`config.mk`:
```
export PLATFORM = sky130hd
export DESIGN_NAME = ng_cnt_sched
export DESIGN_NICKNAME = d
export VERILOG_FILES = /design/src/rtl/ng_cnt_sched.sv
export SDC_FILE = /design/constraint.sdc
export NUM_CORES = 1
export LEC_CHECK = 0
export CAP_MARGIN = 0
export CELL_PAD_IN_SITES_DETAIL_PLACEMENT = 2
export CELL_PAD_IN_SITES_GLOBAL_PLACEMENT = 2
export CORE_ASPECT_RATIO = 1.5
export CORE_UTILIZATION = 32
export DETAILED_ROUTE_END_ITERATION = 10
export GPL_TIMING_DRIVEN = 1
export PLACE_DENSITY_LB_ADDON = 0.12
export SYNTH_ARGS = -nofsm -noshare
export SYNTH_HDL_FRONTEND = slang
export SYNTH_SLANG_ARGS = --single-unit
export TNS_END_PERCENT = 10
```
`constraint.sdc`:
```
create_clock -name CLK1 -period 2 [get_ports CLK1]
set_clock_uncertainty 0.15 [all_clocks]
set_input_delay 0.6 -clock CLK1 [delete_from_list [all_inputs] [get_ports CLK1]]
set_output_delay 0.6 -clock CLK1 [all_outputs]
set_load 0.1 [all_outputs]
```
`src/rtl/ng_cnt_sched.sv`:
```
// Counter-increment scheduler: captures scaler/overflow pulses as pending requests and
// serves them one at a time to PROC over a REQ/ACK handshake, with timeout and lost-pulse flags.
module ng_cnt_sched #(
  parameter int unsigned TO_CYC = 255
) (
  input  logic       CLK1,
  input  logic       NPURST,
  input  logic       F10X,
  input  logic       F13X,
  input  logic       F17X,
  input  logic       T1_OVF,
  input  logic       CTR_ACK,
  input  logic       MISS_CLR,
  output logic       CTR_REQ,
  output logic [2:0] CTR_SEL,
  output logic [4:0] PEND,
  output logic [4:0] MISS,
  output logic       ERR_TO,
  output logic       BUSY
);

  typedef enum logic [1:0] {
    S_IDLE = 2'd0,
    S_REQ  = 2'd1,
    S_GAP  = 2'd2
  } state_t;

  localparam logic [7:0] TO_LAST = 8'(TO_CYC - 1);

  state_t     state_q;
  logic       req_q;
  logic       busy_q;
  logic [2:0] sel_q;
  logic [4:0] pend_q;
  logic [4:0] miss_q;
  logic       err_q;
  logic [7:0] to_cnt_q;

  logic [4:0] src;
  logic       in_req;
  logic       timeout_hit;
  logic       req_done;
  logic [4:0] clr_mask;
  logic [4:0] pend_d;
  logic [4:0] miss_d;
  logic       err_d;
  logic [2:0] win;

  // Source vector indexed like CTR_SEL; F10X feeds both TIME1 and TIME3.
  assign src         = {F17X, F13X, F10X, F10X, T1_OVF};
  assign in_req      = (state_q == S_REQ);
  assign timeout_hit = (to_cnt_q == TO_LAST);
  assign req_done    = in_req && (CTR_ACK || timeout_hit);

  always_comb begin
    clr_mask = 5'b00000;
    if (req_done) begin
      clr_mask = 5'b00001 << sel_q;
    end
    // A new pulse on the clearing edge re-arms the bit rather than counting as lost.
    pend_d = (pend_q & ~clr_mask) | src;
    miss_d = (MISS_CLR ? 5'b00000 : miss_q) | (src & pend_q & ~clr_mask);
    err_d  = (MISS_CLR ? 1'b0 : err_q) | (in_req && !CTR_ACK && timeout_hit);
  end

  always_comb begin
    win = 3'd4;
    if (pend_q[0])      win = 3'd0;
    else if (pend_q[1]) win = 3'd1;
    else if (pend_q[2]) win = 3'd2;
    else if (pend_q[3]) win = 3'd3;
  end

  always_ff @(posedge CLK1 or negedge NPURST) begin
    if (!NPURST) begin
      state_q  <= S_IDLE;
      req_q    <= 1'b0;
      busy_q   <= 1'b0;
      sel_q    <= 3'd0;
      pend_q   <= 5'b00000;
      miss_q   <= 5'b00000;
      err_q    <= 1'b0;
      to_cnt_q <= 8'd0;
    end else begin
      pend_q <= pend_d;
      miss_q <= miss_d;
      err_q  <= err_d;
      unique case (state_q)
        S_IDLE: begin
          if (|pend_q) begin
            state_q  <= S_REQ;
            sel_q    <= win;
            req_q    <= 1'b1;
            busy_q   <= 1'b1;
            to_cnt_q <= 8'd0;
          end
        end
        S_REQ: begin
          if (req_done) begin
            state_q <= S_GAP;
            req_q   <= 1'b0;
          end else begin
            to_cnt_q <= to_cnt_q + 8'd1;
          end
        end
        S_GAP: begin
          // Forced idle cycle between consecutive requests.
          state_q <= S_IDLE;
          busy_q  <= 1'b0;
          sel_q   <= 3'd0;
        end
        default: begin
          state_q <= S_IDLE;
          req_q   <= 1'b0;
          busy_q  <= 1'b0;
          sel_q   <= 3'd0;
        end
      endcase
    end
  end

  assign CTR_REQ = req_q;
  assign CTR_SEL = sel_q;
  assign PEND    = pend_q;
  assign MISS    = miss_q;
  assign ERR_TO  = err_q;
  assign BUSY    = busy_q;

endmodule

```
Yosys cells after proc, flatten, opt, wreduce, memory -nomap -nowiden
Index checks and enable logic that the tools add are counted.
Widths: inputs -> output; s select.
{ "classes": {"addsub": 1, "eq_ne": 6, "n_shift": 1, "mux": 19, "bitwise_logic": 9, "n_reduce_logical": 12} }
{ "ops": {"columns": ["op", "n"], "rows": [
  ["$mux 8", 2],
  ["$pmux 8 s2", 1],
  ["$and 5x5->5", 3],
  ["$mux 3", 5],
  ["$mux 5", 2],
  ["$or 5x5->5", 2],
  ["$add 8x1->8 const B", 1],
  ["$eq 8x8->1 const B", 1],
  ["$pmux 3 s2", 1],
  ["$reduce_and 3->1", 2],
  ["$not 5->5", 1],
  ["$reduce_or 5->1", 1],
  ["$shl 1x3->5 const A", 1],
  ["$mux 2", 2],
  ["$ne 2x2->1 const B", 2],
  ["$pmux 2 s2", 1],
  ["$reduce_and 2->1", 2],
  ["$logic_and 1x1->1", 3],
  ["$mux 1", 3],
  ["$pmux 1 s3", 1],
  ["$eq 2x1->1 const B", 1],
  ["$eq 2x2->1 const B", 1],
  ["$logic_not 2->1", 1],
  ["$ne 2x1->1 const B", 1],
  ["other kinds (6)", 7]
]} }
{ "word_totals": {"register_bits": 26, "inputBits": 8, "out_inout_bits": 16, "wordCells": 56} }

Logic depth before layout (Yosys ltp)
Gate-level depths: netlist of run 1.
{ "logic_depth": {"ltp_word": 7, "depth_mapped": 7, "depth_no_buf": 7} }

Worst setup path after synthesis of run 1
Ideal clock, no wire load.
{ "synth_path": {"path_type": "flip-flop to flip-flop", "from": "register pend_q[3] (netlist: PEND[3])", "to": "register to_cnt_q[5]", "setup_ns": 0.126, "t_arrival_ns": 1.793, "required_ns": 1.724, "setup_slack_ns": -0.069, "path_stages_with_launch": 5, "n_path_buf": 0, "synth_period_minus_slack_ns": 2.069, "cell_sequence": "dfrtp_1 nor4_2 a21oi_2 o21ai_2 a221o_1"} }
{ "synth_between": {"elab_chain_len": 3} }
{ "synth_lines": {"columns": ["item", "line", "rtl"], "rows": [
  ["from (decl)", "34", "logic [4:0] pend_q;"],
  ["from (signal assigned)", "85", "pend_q <= pend_d;"],
  ["$reduce_or 5->1", "90", "if (|pend_q) begin"],
  ["$ne 2x2->1 (no line)", null, null],
  ["$reduce_and 3->1 (no line)", null, null],
  ["to (signal assigned)", "103", "to_cnt_q <= to_cnt_q + 8'd1;"],
  ["to (decl)", "37", "logic [7:0] to_cnt_q;"]
]} }
No other way between the ends.
A chain may end at the register's enable or synchronous reset.

Final worst setup path of run 1
{ "layout_path": {"from": "input port CTR_ACK", "to": "register miss_q[2] (netlist: MISS[2])"} }
{ "layout_between": {"elab_chain_len": 6} }
{ "layout_lines": {"columns": ["item", "line", "rtl"], "rows": [
  ["from (decl)", "12", "input logic CTR_ACK,"],
  ["$logic_or 1x1->1", "53", "assign req_done = in_req && (CTR_ACK || timeout_hit);"],
  ["$logic_and 1x1->1", "53", null],
  ["$mux 5", "57", "if (req_done) begin"],
  ["$not 5->5", "62", "miss_d = (MISS_CLR ? 5'b00000 : miss_q) | (src & pend_q & ~clr_mask);"],
  ["$and 5x5->5", "62", null],
  ["$or 5x5->5", "62", null],
  ["net miss_d[2]", "45", "logic [4:0] miss_d;"],
  ["to (signal assigned)", "86", "miss_q <= miss_d;"],
  ["to (decl)", "35", "logic [4:0] miss_q;"]
]} }
The timed path passes the listed nets, and every way through them passes these cells.

==> results of run 1 <==
[cells in the final DEF (no fill, tap or decap), types with 2 or more instances in the layout]
| master | instances |
|---|---|
| buf_4 | 5 |
| a21o_2 | 2 |
| a21o_1 | 3 |
| dfrtp_1 | 21 |
| inv_1 | 9 |
| ha_1 | 2 |
| dfrtp_2 | 5 |
| and3_1 | 2 |
| nand2_1 | 7 |
| nand3_1 | 4 |
| a32o_1 | 4 |
| buf_12 | 16 |
| a32o_2 | 2 |
| o21ai_0 | 5 |
| a31oi_1 | 3 |
| nor2_1 | 16 |
| clkbuf_8 | 3 |
| clkdlybuf4s50_1 | 7 |
| a21oi_1 | 6 |
| nand4_1 | 5 |
[through the flow]
step / cells / util, %
2_1_floorplan: 118 / -
3_3_place_gp: 187 / 46.42
3_5_place_dp: 187 / 46.42
4_1_cts: 191 / 48.35
5_1_grt: 191 / 48.35
6_report: 191 / 48.35
[how the worst max path moves through the flow]
stage	endpoint	from	cells past startpoint
3_3_place_gp	MISS[3]	CTR_ACK	4
5_1_grt	to_cnt_q[5]	to_cnt_q[0]	6
3_5_place_dp	MISS[2]	CTR_ACK	4
4_1_cts	to_cnt_q[6]	PEND[3]	5
6_report	MISS[2]	CTR_ACK	4
2_1_floorplan	MISS[3]	CTR_SEL[2]	3
[metal layers]
layer	share of wire, %	wire length, um
met3	2.6	96
met5	0	0
met2	57	2078
met4	2.1	76
met1	39	1421
[layout make-up]
class / count / area (um2) / area share [%]
inverters: 10 / 37.54 / 2.108
multi-input cells: 80 / 533.0 / 29.94
flip-flops and latches: 26 / 656.9 / 36.89
clock buffers: 3 / 41.29 / 2.319
well taps: 43 / 53.80 / 3.022
clock inverters: 1 / 30.03 / 1.687
repair buffers: 28 / 427.9 / 24.03
[registers in the layout, indices dropped and copies added (netlist names)]
| signal | count |
|---|---|
| MISS | 5 |
| ERR_TO | 1 |
| to_cnt_q | 8 |
| state_q | 2 |
| PEND | 5 |
| CTR_REQ | 1 |
| CTR_SEL | 3 |
| BUSY | 1 |
[kinds of logic after synthesis]
family	Yosys count	share of synthesized area [%]
buffers and inverters	12	4.347
multiplexers	1	0.8089
AND/OR/NAND/NOR	40	16.18
AO/OA/AOI/OAI	37	24.07
adder cells (fa/ha/maj)	2	2.022
flip-flops	26	52.58
[power by group through the flow]
stage	Clock [mW]	Sequential, mW	Combinational [mW]
after global routing	0.471	0.688	0.708
after CTS	0.451	0.680	0.684
after global placement	0	0.683	0.660
after detailed placement	0	0.690	0.680
after floorplan	0	0.920	0.148
final	0.439	0.678	0.675
==> impl_results.md, run 1 <==
* I/O pin count at 24
* Maximum VDD drop at 0.5947 mV
* Hold Path Stages at 1
* RD Place Congestion at 0.8044
* Seq pwr share at 37.8%
* First-pass GRT wire length at 6.099 mm
* Root Driver: clkbuf_8
* Sink Count at 26
* Design area at 1780 um2
* Synth cell count leaders: 26 x dfrtp_1, 16 x nor2_1, 9 x inv_1, 7 x nand2_1, 6 x a21oi_1
* Leak Pwr at 0.7678 nW
* Worst Setup Slack, final at 0.2074 ns
* Worst path top cell family by delay: buffers and inverters
* GRT Overall Usage at 20.29%
* RSZ-0062 raised after global routing: false
* Fill count at 372
* Final net count at 159
* Fmax at 0.5579 GHz
* Fin. max-slew vios at 0
* FF-to-FF setup slack at 0.23 ns
* Critical path capture point type: flop
* GR Util met2 at 35.95%
* Clock buffer count from CTS at 3
* Post-DRT Antenna Nets at 0
* Cell with the most instances after synthesis: dfrtp_1
* Worst hold path class: flop to flop
* Asr flop ratio synth at 100.0%
* Vias per cell at 5.508
* Drt first pass iters at 3
* Crit-path max FO at 7
* Top post-synthesis cells by area: dfrtp_1 53%, nor2_1 4.9%, a32o_1 3.2%, inv_1 2.7%, nand4_1 2.5%
* Endpoints failing setup at 0
* Setup Crit Path Kind: input pin to flop
* Final Hold Fails at 0
* WL final at 3.672 mm
* Fraction of layout cells with a size suffix above 1 at 29.05%
* Largest net degree at the start of global routing at 27
* Ant diodes at 0
* DP Area at 1709 um2
* R2R Path End: MISS[2]
* Final Critical Period at 1.793 ns
* Slowest cell delay on critical path at 0.61 ns
* Place WS at -0.08440 ns
* Number of global-route vias before repair at 1,233
* Initial antenna violation count at 0
* Reg2Reg Depth at 4
* Fin Hold WS at 0.3420 ns
* Clock buffer depth at 2
* Post-synth top flop: dfrtp_1
* Sequential fraction of the synthesis area at 52.58%
* Switching Power at 0.6973 mW
* Number of enable flip-flop cells after synthesis at 0
* Syn_nets at 128
* Req. time, crit path at 2.02 ns
* Mapped cell area at 1237 um2
* # resized after CTS at 0
* Htree depth at 1
* CP bufs+invs at 1
* WHS Endpoint: to_cnt_q[6]
* Clock network fraction of total power at 24.5%
* Mapped Cells at 118
* Outcome: complete, no violations
* Vias at 1,052
* Clock Pin Slew Worst Setup and Hold Paths at 0.09 ns
* Grt peak-use layer: met2
* Die ar. at 4125 um2
* Worst Tran Pin Value at 0.4117 ns
* Critical R2R Launch: to_cnt_q[4]
* Hold buffer count at CTS at 0
* Post-CTS setup buffer count at 0
* Core Rows at 27
* Max_slew headroom at 72.33%
* Initial Utilization at 33.61%
* Post-synth cell types at 37
* Net Sw Frac at 38.91%
* Die Span Y at 78.16 um
* Drc violations at 0
* Internal at 1.095 mW
* Element type at the critical path start: input pin
* Avg Cell Area, Syn at 10.49 um2
* Number of I/O port buffers at 23
* Post-DP HPWL at 2.962 mm
* #FFs+latches synth at 26
* Total grt overflow at 0
* Pwr dens at 1007 nW/um2
* Area leader, netlist: dfrtp_1
* Worst skew pair latency at 0.27 ns
* Chip width at 52.78 um
* Tot Pwr at 1.792 mW
* Max_cap viols at 0
* Post-route clock period utilization at 89.63%
* P&R area growth vs syn at 43.88%
* Met3 GRT Util at 3.101%
* CTS tree: done
* WL per Instance at 19.23 um
* Initial DRC Count at 8
* Synth warnings at 0
* M1 GR Usage at 22.70%
* Core box area at 3682 um2
* Combinational share of power at 37.6%
* Worst-path cell chain: clkdlybuf4s50_1 > a21o_4 > nand4_1 > a32o_2
* CP max stage cell: clkdlybuf4s50_1
* HP Start: to_cnt_q[6]
* Top cell type's share of synthesized area at 52.58%
* Crit path arrival time at 1.81 ns
* Fin Setup TNS at 0 ns
Note: power is estimated with default switching activity, not from simulation.
==> run 2, diff against run 1 <==
--- a/config.mk
+++ b/config.mk
@@ -5,6 +5,7 @@
 export SDC_FILE = /design/constraint.sdc
 export NUM_CORES = 1
 export LEC_CHECK = 0
+export ABC_CLOCK_PERIOD_IN_PS = 2000
 export CAP_MARGIN = 0
 export CELL_PAD_IN_SITES_DETAIL_PLACEMENT = 2
 export CELL_PAD_IN_SITES_GLOBAL_PLACEMENT = 2
==> results of run 2 <==
Final layout, timing and power as in run 1 (identical DEF).
